===== src/rtl/bht_pkg.sv =====
// Shared types for the branch history table update scheduler: arbiter states,
// the buffered update entry, and the PC-to-row mapping.
package bht_pkg;

    localparam int ADDR_W = 5;
    localparam int ROW_W  = ADDR_W - 2;

    // Consecutive deferred writes tolerated before the write side is forced through.
    localparam logic [1:0] DEFER_LIMIT = 2'd3;

    typedef enum logic [1:0] {
        NORMAL,
        FORCE_WR,
        FLUSH
    } state_e;

    typedef struct packed {
        logic [ADDR_W-1:0] addr;
        logic              taken;
        logic              jumped;
    } upd_entry_t;

    // Word-aligned PC index: the low two bits never select a table row.
    function automatic logic [ROW_W-1:0] row_of(input logic [ADDR_W-1:0] a);
        return a[ADDR_W-1:2];
    endfunction

endpackage


===== src/rtl/bht_update_fifo.sv =====
// Update FIFO: push/pop/flush, count-based full/empty, every slot exposed for lookup.
// Head is combinational from storage; a push is never visible at the head in the same cycle.
module bht_update_fifo #(
    parameter  int DEPTH = 4,
    parameter  int WIDTH = 7,
    localparam int PTR_W = $clog2(DEPTH),
    localparam int CNT_W = $clog2(DEPTH + 1)
) (
    input  logic                        clk_i,
    input  logic                        rst_i,
    input  logic                        flush_i,
    input  logic                        push_i,
    input  logic                        pop_i,
    input  logic [WIDTH-1:0]            push_dat_i,
    output logic [WIDTH-1:0]            head_dat_o,
    output logic [DEPTH-1:0][WIDTH-1:0] entries_o,
    output logic [DEPTH-1:0]            valid_o,
    output logic [CNT_W-1:0]            count_o
);

    logic [DEPTH-1:0][WIDTH-1:0] mem_q;
    logic [PTR_W-1:0]            wr_ptr_q, wr_ptr_d;
    logic [PTR_W-1:0]            rd_ptr_q, rd_ptr_d;
    logic [CNT_W-1:0]            count_q, count_d;
    logic [PTR_W-1:0]            off;

    always_comb begin
        wr_ptr_d = push_i ? wr_ptr_q + PTR_W'(1) : wr_ptr_q;
        rd_ptr_d = pop_i  ? rd_ptr_q + PTR_W'(1) : rd_ptr_q;
        case ({push_i, pop_i})
            2'b10:   count_d = count_q + CNT_W'(1);
            2'b01:   count_d = count_q - CNT_W'(1);
            default: count_d = count_q;
        endcase
    end

    always_ff @(posedge clk_i) begin
        if (rst_i || flush_i) begin
            wr_ptr_q <= '0;
            rd_ptr_q <= '0;
            count_q  <= '0;
        end else begin
            wr_ptr_q <= wr_ptr_d;
            rd_ptr_q <= rd_ptr_d;
            count_q  <= count_d;
        end
    end

    always_ff @(posedge clk_i) begin
        if (push_i && !rst_i && !flush_i) begin
            mem_q[wr_ptr_q] <= push_dat_i;
        end
    end

    // A slot is live when its distance from the head is below the occupancy.
    always_comb begin
        off     = '0;
        valid_o = '0;
        for (int i = 0; i < DEPTH; i++) begin
            off        = PTR_W'(i) - rd_ptr_q;
            valid_o[i] = CNT_W'(off) < count_q;
        end
    end

    assign head_dat_o = mem_q[rd_ptr_q];
    assign entries_o  = mem_q;
    assign count_o    = count_q;

endmodule


===== src/rtl/bht_update_scheduler.sv =====
// Arbitrates fetch reads against buffered branch updates on the BHT ports; grants are
// combinational, pred_valid follows a read grant by one cycle, updates stall when full.
module bht_update_scheduler
    import bht_pkg::*;
#(
    parameter  int LOWER = ADDR_W,
    parameter  int DEPTH = 4,
    localparam int CNT_W = $clog2(DEPTH + 1)
) (
    input  logic             clk,
    input  logic             rst,
    input  logic             flush,
    input  logic             rd_req,
    input  logic [LOWER-1:0] rd_addr,
    output logic             rd_grant,
    output logic             pending_hit,
    input  logic             upd_valid,
    input  logic [LOWER-1:0] upd_addr,
    input  logic             upd_taken,
    input  logic             upd_jumped,
    output logic             upd_ready,
    output logic             bht_rd_en,
    output logic [LOWER-1:0] bht_rd_addr,
    output logic             bht_wr_en,
    output logic [LOWER-1:0] bht_wr_addr,
    output logic             bht_was_taken,
    output logic             bht_jumped,
    output logic             pred_valid,
    output logic [CNT_W-1:0] count,
    output logic             overflow
);

    localparam int               ENT_W = $bits(upd_entry_t);
    localparam logic [CNT_W-1:0] FULL  = CNT_W'(DEPTH);

    state_e                      state_q, state_d;
    logic [1:0]                  defer_q, defer_d;
    logic                        overflow_q, overflow_d;
    logic                        pred_valid_q;
    logic                        wr_grant, push, not_empty, conflict, hit;
    upd_entry_t                  push_ent, head_ent, ent_i;
    logic [DEPTH-1:0][ENT_W-1:0] entries;
    logic [DEPTH-1:0]            ent_vld;

    assign push_ent  = '{addr: upd_addr, taken: upd_taken, jumped: upd_jumped};
    assign not_empty = count != '0;
    assign conflict  = rd_req && not_empty && (row_of(rd_addr) == row_of(head_ent.addr));
    assign upd_ready = !rst && (count < FULL) && !flush && (state_q != FLUSH);
    assign push      = upd_valid && upd_ready;

    bht_update_fifo #(
        .DEPTH (DEPTH),
        .WIDTH (ENT_W)
    ) u_fifo (
        .clk_i      (clk),
        .rst_i      (rst),
        .flush_i    (flush),
        .push_i     (push),
        .pop_i      (wr_grant),
        .push_dat_i (push_ent),
        .head_dat_o (head_ent),
        .entries_o  (entries),
        .valid_o    (ent_vld),
        .count_o    (count)
    );

    always_comb begin
        state_d  = state_q;
        defer_d  = defer_q;
        rd_grant = 1'b0;
        wr_grant = 1'b0;
        case (state_q)
            FORCE_WR: begin
                wr_grant = not_empty;
                defer_d  = '0;
                state_d  = NORMAL;
            end
            default: begin
                state_d  = NORMAL;
                rd_grant = rd_req;
                if (conflict) begin
                    if (defer_q != DEFER_LIMIT) defer_d = defer_q + 2'd1;
                    if (defer_d == DEFER_LIMIT || count == FULL) state_d = FORCE_WR;
                end else begin
                    wr_grant = not_empty;
                end
            end
        endcase
        if (wr_grant) defer_d = '0;
        // Flush drops the write side but keeps fetch fed.
        if (flush) begin
            wr_grant = 1'b0;
            rd_grant = rd_req;
            defer_d  = '0;
            state_d  = FLUSH;
        end
        if (rst) begin
            rd_grant = 1'b0;
            wr_grant = 1'b0;
        end
    end

    assign overflow_d = overflow_q | (upd_valid && !upd_ready && !flush);

    always_ff @(posedge clk) begin
        if (rst) begin
            state_q      <= NORMAL;
            defer_q      <= '0;
            overflow_q   <= 1'b0;
            pred_valid_q <= 1'b0;
        end else begin
            state_q      <= state_d;
            defer_q      <= defer_d;
            overflow_q   <= overflow_d;
            pred_valid_q <= rd_grant;
        end
    end

    always_comb begin
        hit   = 1'b0;
        ent_i = '0;
        for (int i = 0; i < DEPTH; i++) begin
            ent_i = entries[i];
            if (ent_vld[i] && row_of(ent_i.addr) == row_of(rd_addr)) hit = 1'b1;
        end
    end

    assign pending_hit   = rd_req && hit;
    assign bht_rd_en     = rd_grant;
    assign bht_rd_addr   = rd_addr;
    assign bht_wr_en     = wr_grant;
    assign bht_wr_addr   = head_ent.addr;
    assign bht_was_taken = head_ent.taken;
    assign bht_jumped    = head_ent.jumped;
    assign pred_valid    = pred_valid_q;
    assign overflow      = overflow_q;

endmodule


===== config.mk =====
export PLATFORM = sky130hd
export DESIGN_NAME = bht_update_scheduler
export DESIGN_NICKNAME = d
export VERILOG_FILES = /design/src/rtl/bht_pkg.sv /design/src/rtl/bht_update_fifo.sv /design/src/rtl/bht_update_scheduler.sv
export SDC_FILE = /design/constraint.sdc
export NUM_CORES = 1
export LEC_CHECK = 0
export BUFFER_PORTS_ARGS = -buffer_cell sky130_fd_sc_hd__buf_2
export CAP_MARGIN = 20
export CORE_MARGIN = 8
export CORE_UTILIZATION = 50
export CTS_BUF_LIST = sky130_fd_sc_hd__clkbuf_4 sky130_fd_sc_hd__clkbuf_8
export DETAILED_ROUTE_END_ITERATION = 8
export PLACE_DENSITY = 0.87
export RECOVER_POWER = 50
export SLEW_MARGIN = 20
export SYNTH_ARGS = -nofsm -noshare
export SYNTH_HDL_FRONTEND = slang
export SYNTH_SLANG_ARGS = --single-unit

===== constraint.sdc =====
create_clock -name clk -period 3.1 [get_ports clk]
set_clock_uncertainty 0.2 [all_clocks]
set_input_delay 0.465 -clock clk [delete_from_list [all_inputs] [get_ports clk]]
set_output_delay 0.465 -clock clk [all_outputs]
set_load 0.02 [all_outputs]

==> flow_metrics.py, run 1 <==
metrics = {
    "floorplan": {
        "dieArea_mm2": 0.00644,
        "rows": 23,
        "start_util_pct": 51.6,
        "die_h_um": 80.2,
        "fp.coreArea_mm2": 0.00400,
        "dieWidth_um": 80.2,
        "ioPinCount": 39,
    },
    "detailed_routing": {
        "drt_first_pass_iters": 4,
        "wl_per_cell_um": 15.7,
        "wl_mm": 4.00,
        "route.detailed.drc": 0,
        "vias": 1383,
        "drt_iter0_drc": 98,
        "avgViaCountPerCell": 5.44,
        "postRouteAntennaNets": 0,
    },
    "logic_synthesis": {
        "synth.top_cell.area_share_pct": 40.8,
        "synth-edff-count": 28,
        "synthFlopType": "edfxtp_1",
        "syn_avg_cell_area_um2": 12.4,
        "syn-cell-area_mm2": 0.00206,
        "synth_area_leader_cell": "edfxtp_1",
        "ys.warnings.count": 0,
        "synth_seq_cells": 41,
        "synth_nets": 193,
        "syn_inst": 166,
        "ys_types": 39,
        "synth-seq-area-share_pct": 53.4,
        "ys_async_sr_fraction_pct": 0,
        "ys_top_cells_by_area": "edfxtp_1, dfxtp_1, mux4_2",
    },
    "setup_path": {
        "path_cells": "mux4_2, xnor2_2, and4b_4, nor3_4, ha_2, inv_1, fa_2, xor2_1, or3_1, a21oi_1",
        "critPathSlowestCell": "mux4_2",
        "end_kind": "flip-flop",
        "required_ns": 3.13,
        "slowest_delay_ns": 0.56,
        "arrival_ns": 2.99,
        "startpoint_type": "flip-flop",
        "cp_max_fo": 6,
        "worstSetupPathType": "flip-flop to flip-flop",
    },
    "clock_network": {
        "clockRootBuffer": "clkbuf_8",
        "cts_tree": "built",
        "clk_pin_slew_ns": 0.08,
        "clk_path_buf_depth": 2,
        "cts_setup_buffers": 0,
        "clock_sinks": 41,
        "cts_resized": 0,
        "hold_buffers": 0,
        "clk_latency_ns": 0.29,
        "numCtsBuffers": 5,
        "htreeDepth": 2,
    },
    "grt": {
        "grtUsageMet3_pct": 4.13,
        "gr-usage-met2_pct": 20.9,
        "grt_max_degree": 14,
        "antenna_found_initial": 0,
        "grt_usage_pct": 13.0,
        "grt_pass1_wl_mm": 6.53,
        "grt_pass1_vias": 1375,
        "grt-busiest-layer": "met2",
        "grt_use_met1_pct": 15.4,
        "grt.overflow.total": 0,
    },
    "pwr": {
        "power_leakage_uw": 0.000850,
        "power_density_mw_per_mm2": 430,
        "peakVddDrop_mv": 0.317,
    },
    "outcome": {
        "status": "finished, final reports clean",
    },
    "layout": {
        "final_cells": 254,
        "fin_nets": 230,
        "areaGrowthSynthToFinish_pct": 15.1,
        "n_fill_cell": 331,
        "design_area_mm2": 0.00237,
        "layout-drive-gt1-share_pct": 24.5,
        "n_antenna_cell": 0,
    },
    "job": {
        "max_cap_violations": 0,
    },
    "place": {
        "place_area_mm2": 0.00227,
        "dpl.hpwl_mm": 3.11,
        "dp.cells": 241,
        "gp_congestion": 0.798,
        "portBuffers": 34,
    },
    "sta": {
        "drv_slew": 0,
        "setup_viol": 0,
        "hold_violations": 0,
        "period_needed_ns": 2.97,
        "timing.final.crit_share_pct": 95.7,
        "slew_headroom_pct": 48.1,
        "rsz0062_at_grt": "no",
        "max_freq_ghz": 0.337,
        "worstMarginPinSlew_ns": 0.772,
    },
    "hold_path": {
        "hold_path_class": "input port to flip-flop",
    },
}
-- flip-flops by register name, indices dropped and copies added (netlist names) --
signal and flops:
state_q 2, defer_q 2, u_fifo.rd_ptr_q 2, pred_valid 1
u_fifo.wr_ptr_q 2, u_fifo.count_o 3, u_fifo.entries_o 28, overflow 1
-- worst max-delay path: cells and delay by family, from the launching register on --
kind	cells	cell delay [ns]
multiplexers	1	0.56
buffers and inverters	1	0.06
adder cells (fa/ha/maj)	2	0.53
XOR/XNOR	2	0.33
AO/OA/AOI/OAI	1	0.12
AND/OR/NAND/NOR	3	0.71
flip-flops	1	0.40
-- per-layer routing --
| metal | vias to the layer above | wire length [um] | part of all wire, % |
|---|---|---|---|
| met5 | - | 0 | 0 |
| met4 | 0 | 54 | 1.4 |
| met3 | 5 | 306 | 7.6 |
| met2 | 45 | 1970 | 49 |
| met1 | 671 | 1670 | 42 |
| li1 | 662 | - | - |
-- cells in the mapped netlist (3+ instances only) --
master and n:
ha_1 9, and3_1 4, xor2_1 11, nor3_1 8
dfxtp_1 13, nor2_1 11, mux4_2 7, nand2_1 10
a21oi_1 8, edfxtp_1 28, clkbuf_1 6, xnor2_1 5
xnor2_2 3, buf_4 6, inv_1 9
-- layout by cell type, fill, tap and decap left out, types with 2 or more instances in the layout --
master and instances:
xnor2_1 5, dfxtp_1 12, nand2_1 10, xor2_1 11
nor2b_1 2, clkinvlp_4 2, and3_1 4, inv_1 9
clkbuf_8 5, a21oi_1 8, edfxtp_1 28, buf_2 16
nor2_1 11, ha_1 8, clkbuf_1 18, buf_4 9
or3_1 2, o31ai_1 2, mux4_2 7, xnor2_2 3
nor3_1 8, nand2b_1 2
-- path summary, 6_finish.rpt --
check,from,end,slack [ns],cells after the start
setup reg to reg,u_fifo.rd_ptr_q[0],u_fifo.count_o[2],0.13,10
hold / removal,rst,state_q[1],0.21,2
hold reg to reg,overflow,overflow,0.29,2
setup / recovery,u_fifo.rd_ptr_q[0],u_fifo.count_o[2],0.13,10
-- cells by family after synthesis --
family / count (synthesis) / synth area share [%]
compound gates: 19 / 6.06
xor+xnor: 19 / 9.16
fa+ha+maj: 10 / 6.43
buf+inv: 23 / 5.34
flops: 41 / 53.4
mux: 8 / 8.13
simple gates: 46 / 11.5
-- through the flow --
| step | setup TNS (ns) | utilization, % | worst slack, ns | hold WS [ns] | total power (uW) |
|---|---|---|---|---|---|
| 2_1_floorplan | -0.00495 | - | -0.00495 | 0.262 | 665 |
| 3_3_place_gp | 0 | 56.8 | 0.140 | 0.260 | 687 |
| 3_5_place_dp | 0 | 56.8 | 0.0598 | 0.274 | 689 |
| 4_1_cts | 0 | 59.1 | 0.0346 | 0.174 | 1030 |
| 5_1_grt | 0 | 59.4 | 0.0103 | 0.208 | 1060 |
| 6_report | 0 | 59.4 | 0.134 | 0.214 | 1020 |
-- report_power, final --
group	leakage [uW]	internal [uW]	switching, uW
combinational	0.000450	31.1	51.0
clock	0.0000408	167	179
sequential	0.000359	588	3.53
total	0.000850	786	234
-- layout make-up --
cell class	count	area (um2)	area share (%)
clock inverter	2	15.0	0.632
timing repair buffer	43	215	9.06
clock buffer	6	76.3	3.21
sequential	41	1100	46.5
inverter	10	37.5	1.58
multi-input combinational	102	863	36.4
tap	50	62.6	2.63
(Power assumes the default switching activity.)
==> inputs of run 2 (changes only) <==
--- a/config.mk
+++ b/config.mk
@@ -11,7 +11,7 @@
 export CORE_UTILIZATION = 50
 export CTS_BUF_LIST = sky130_fd_sc_hd__clkbuf_4 sky130_fd_sc_hd__clkbuf_8
 export DETAILED_ROUTE_END_ITERATION = 8
-export PLACE_DENSITY = 0.87
+export PLACE_DENSITY_LB_ADDON = 0.1
 export RECOVER_POWER = 50
 export SLEW_MARGIN = 20
 export SYNTH_ARGS = -nofsm -noshare
==> run 2 against run 1 <==
Hold slack lost 0.012 ns. Flip-flop and latch count is the same. Sequential share of layout area grew 0.50 points. Setup slack lost 0.025 ns. Design area shrank 1.1%. Global-route usage grew 0.17 points. Sequential power is essentially flat. Register-to-register slack lost 0.02 ns. Die area is the same. Utilization shrank 0.63 points.
==> flow_metrics.py, run 2 (synthesized netlist as in run 1, its figures left out) <==
metrics = {
    "clock_network": {
        "numCtsBuffers": 5,
        "clk_pin_slew_ns": 0.08,
        "htreeDepth": 2,
        "clk_path_buf_depth": 2,
        "hold_buffers": 0,
        "clockRootBuffer": "clkbuf_8",
        "cts_resized": 0,
        "clock_sinks": 41,
        "clk_latency_ns": 0.29,
        "cts_setup_buffers": 0,
        "cts_tree": "built",
    },
    "place": {
        "dpl.hpwl_mm": 3.03,
        "portBuffers": 34,
        "dp_slack_ns": 0.0803,
        "gp_congestion": 0.818,
    },
    "floorplan": {
        "die_h_um": 80.2,
        "ioPinCount": 39,
        "dieArea_mm2": 0.00644,
        "dieWidth_um": 80.2,
        "start_util_pct": 51.6,
        "rows": 23,
        "fp.coreArea_mm2": 0.00400,
    },
    "grt": {
        "grt_pass1_wl_mm": 6.29,
        "antenna_found_initial": 0,
        "grt.overflow.total": 0,
        "grt_max_degree": 14,
        "grt_pass1_vias": 1345,
        "grt_usage_pct": 13.2,
    },
    "setup_path": {
        "r2r-start": "u_fifo.rd_ptr_q[0]",
        "worstReg2RegEnd": "u_fifo.count_o[2]",
        "startpoint_type": "flip-flop",
        "reg2reg_depth": 10,
        "r2r_slack_ns": 0.11,
        "end_kind": "flip-flop",
        "worstSetupPathType": "flip-flop to flip-flop",
        "cp_max_fo": 8,
        "required_ns": 3.12,
        "arrival_ns": 3.01,
    },
    "layout": {
        "n_fill_cell": 349,
        "fin_nets": 227,
        "multiInputGateArea_um2": 863,
        "layout-drive-gt1-share_pct": 24.4,
        "largest_reg_flops": 28,
        "mostFrequentLayoutCell": "edfxtp_1",
        "areaGrowthSynthToFinish_pct": 13.9,
        "final_cell_mix": "edfxtp_1, buf_2, clkbuf_1, dfxtp_1",
        "n_antenna_cell": 0,
        "seq_area_mm2": 0.00110,
    },
    "hold_path": {
        "holdPathEnd": "overflow",
        "hp-start": "rst",
        "hold_path_class": "input port to flip-flop",
        "hold_path_depth": 2,
    },
    "detailed_routing": {
        "avgViaCountPerCell": 5.43,
        "route.detailed.drc": 0,
        "drt_first_pass_iters": 4,
        "wl_per_cell_um": 16.3,
        "vias": 1362,
        "drt_iter0_drc": 45,
        "wl_mm": 4.08,
        "postRouteAntennaNets": 0,
    },
    "sta": {
        "drv_slew": 0,
        "slew_headroom_pct": 48.1,
        "hold_violations": 0,
        "period_needed_ns": 2.99,
        "timing.final.crit_share_pct": 96.5,
        "setup_viol": 0,
        "worst_slack_ns": 0.109,
        "worstMarginPinSlew_ns": 0.773,
        "finalSetupTns_ns": 0,
        "max_freq_ghz": 0.334,
    },
    "pwr": {
        "power_leakage_uw": 0.000842,
        "peakVddDrop_mv": 0.341,
        "power_density_mw_per_mm2": 428,
    },
    "job": {
        "max_cap_violations": 0,
    },
    "outcome": {
        "status": "finished, final reports clean",
    },
}
[run 2: cell types whose count changed in the layout (fill, tap and decap cells not counted), sizes merged]
cell	change
buf	-1
clkbuf	-3
clkinv	+1
[run 2: power by group]
group,total (uW),switching (uW),internal (uW)
Clock,333,178,155
Sequential,592,3.48,588
Combinational,82.0,50.8,31.1
[run 2: final cells by class]
cell class	count	share of cell area, %
clock buffer	5	2.93
clock inverter	3	0.745
inverter	10	1.60
multi-input combinational	102	36.7
sequential	41	47.0
tap	50	2.66
timing repair buffer	40	8.31
[run 2: critical path, cell delays in order, from the launching register on]
cell	delay [ns]
dfxtp_4	0.41
mux4_2	0.55
xnor2_2	0.17
and4b_4	0.24
nor3_4	0.19
ha_2	0.20
inv_1	0.05
fa_2	0.33
xor2_1	0.15
or3_1	0.31
a21oi_1	0.13
[run 2: metal layers]
layer / vias up / track usage, % / part of all wire (%)
met1: 671 / 13.8 / 41
met2: 29 / 23.8 / 53
met4: 0 / 4.91 / 0.96
li1: 656 / - / -
met5: - / 0 / 0
met3: 6 / 4.35 / 5.6
[run 2: worst max path at each step]
| stage | slack, ns | depth (start not counted) | end | startpoint |
|---|---|---|---|---|
| 2_1_floorplan | -0.005 | 10 | u_fifo.count_o[2] | u_fifo.rd_ptr_q[0] |
| 3_3_place_gp | 0.14 | 10 | u_fifo.count_o[2] | u_fifo.rd_ptr_q[0] |
| 3_5_place_dp | 0.08 | 10 | u_fifo.count_o[2] | u_fifo.rd_ptr_q[0] |
| 4_1_cts | 0.07 | 10 | u_fifo.count_o[2] | u_fifo.rd_ptr_q[0] |
| 5_1_grt | -0.03 | 10 | u_fifo.count_o[2] | u_fifo.rd_ptr_q[0] |
| 6_report | 0.11 | 10 | u_fifo.count_o[2] | u_fifo.rd_ptr_q[0] |
[run 2: metrics by stage]
| step | total power, uW | util [%] | hold slack [ns] | area (um2) | instances |
|---|---|---|---|---|---|
| 5_1_grt | 1040 | 58.7 | 0.212 | 2350 | 251 |
| 6_report | 1010 | 58.7 | 0.202 | 2350 | 251 |
| 4_1_cts | 1020 | 58.8 | 0.177 | 2350 | 248 |
| 2_1_floorplan | 665 | - | 0.262 | 2080 | 166 |
| 3_3_place_gp | 686 | 56.6 | 0.252 | 2270 | 240 |
| 3_5_place_dp | 688 | 56.6 | 0.267 | 2270 | 240 |
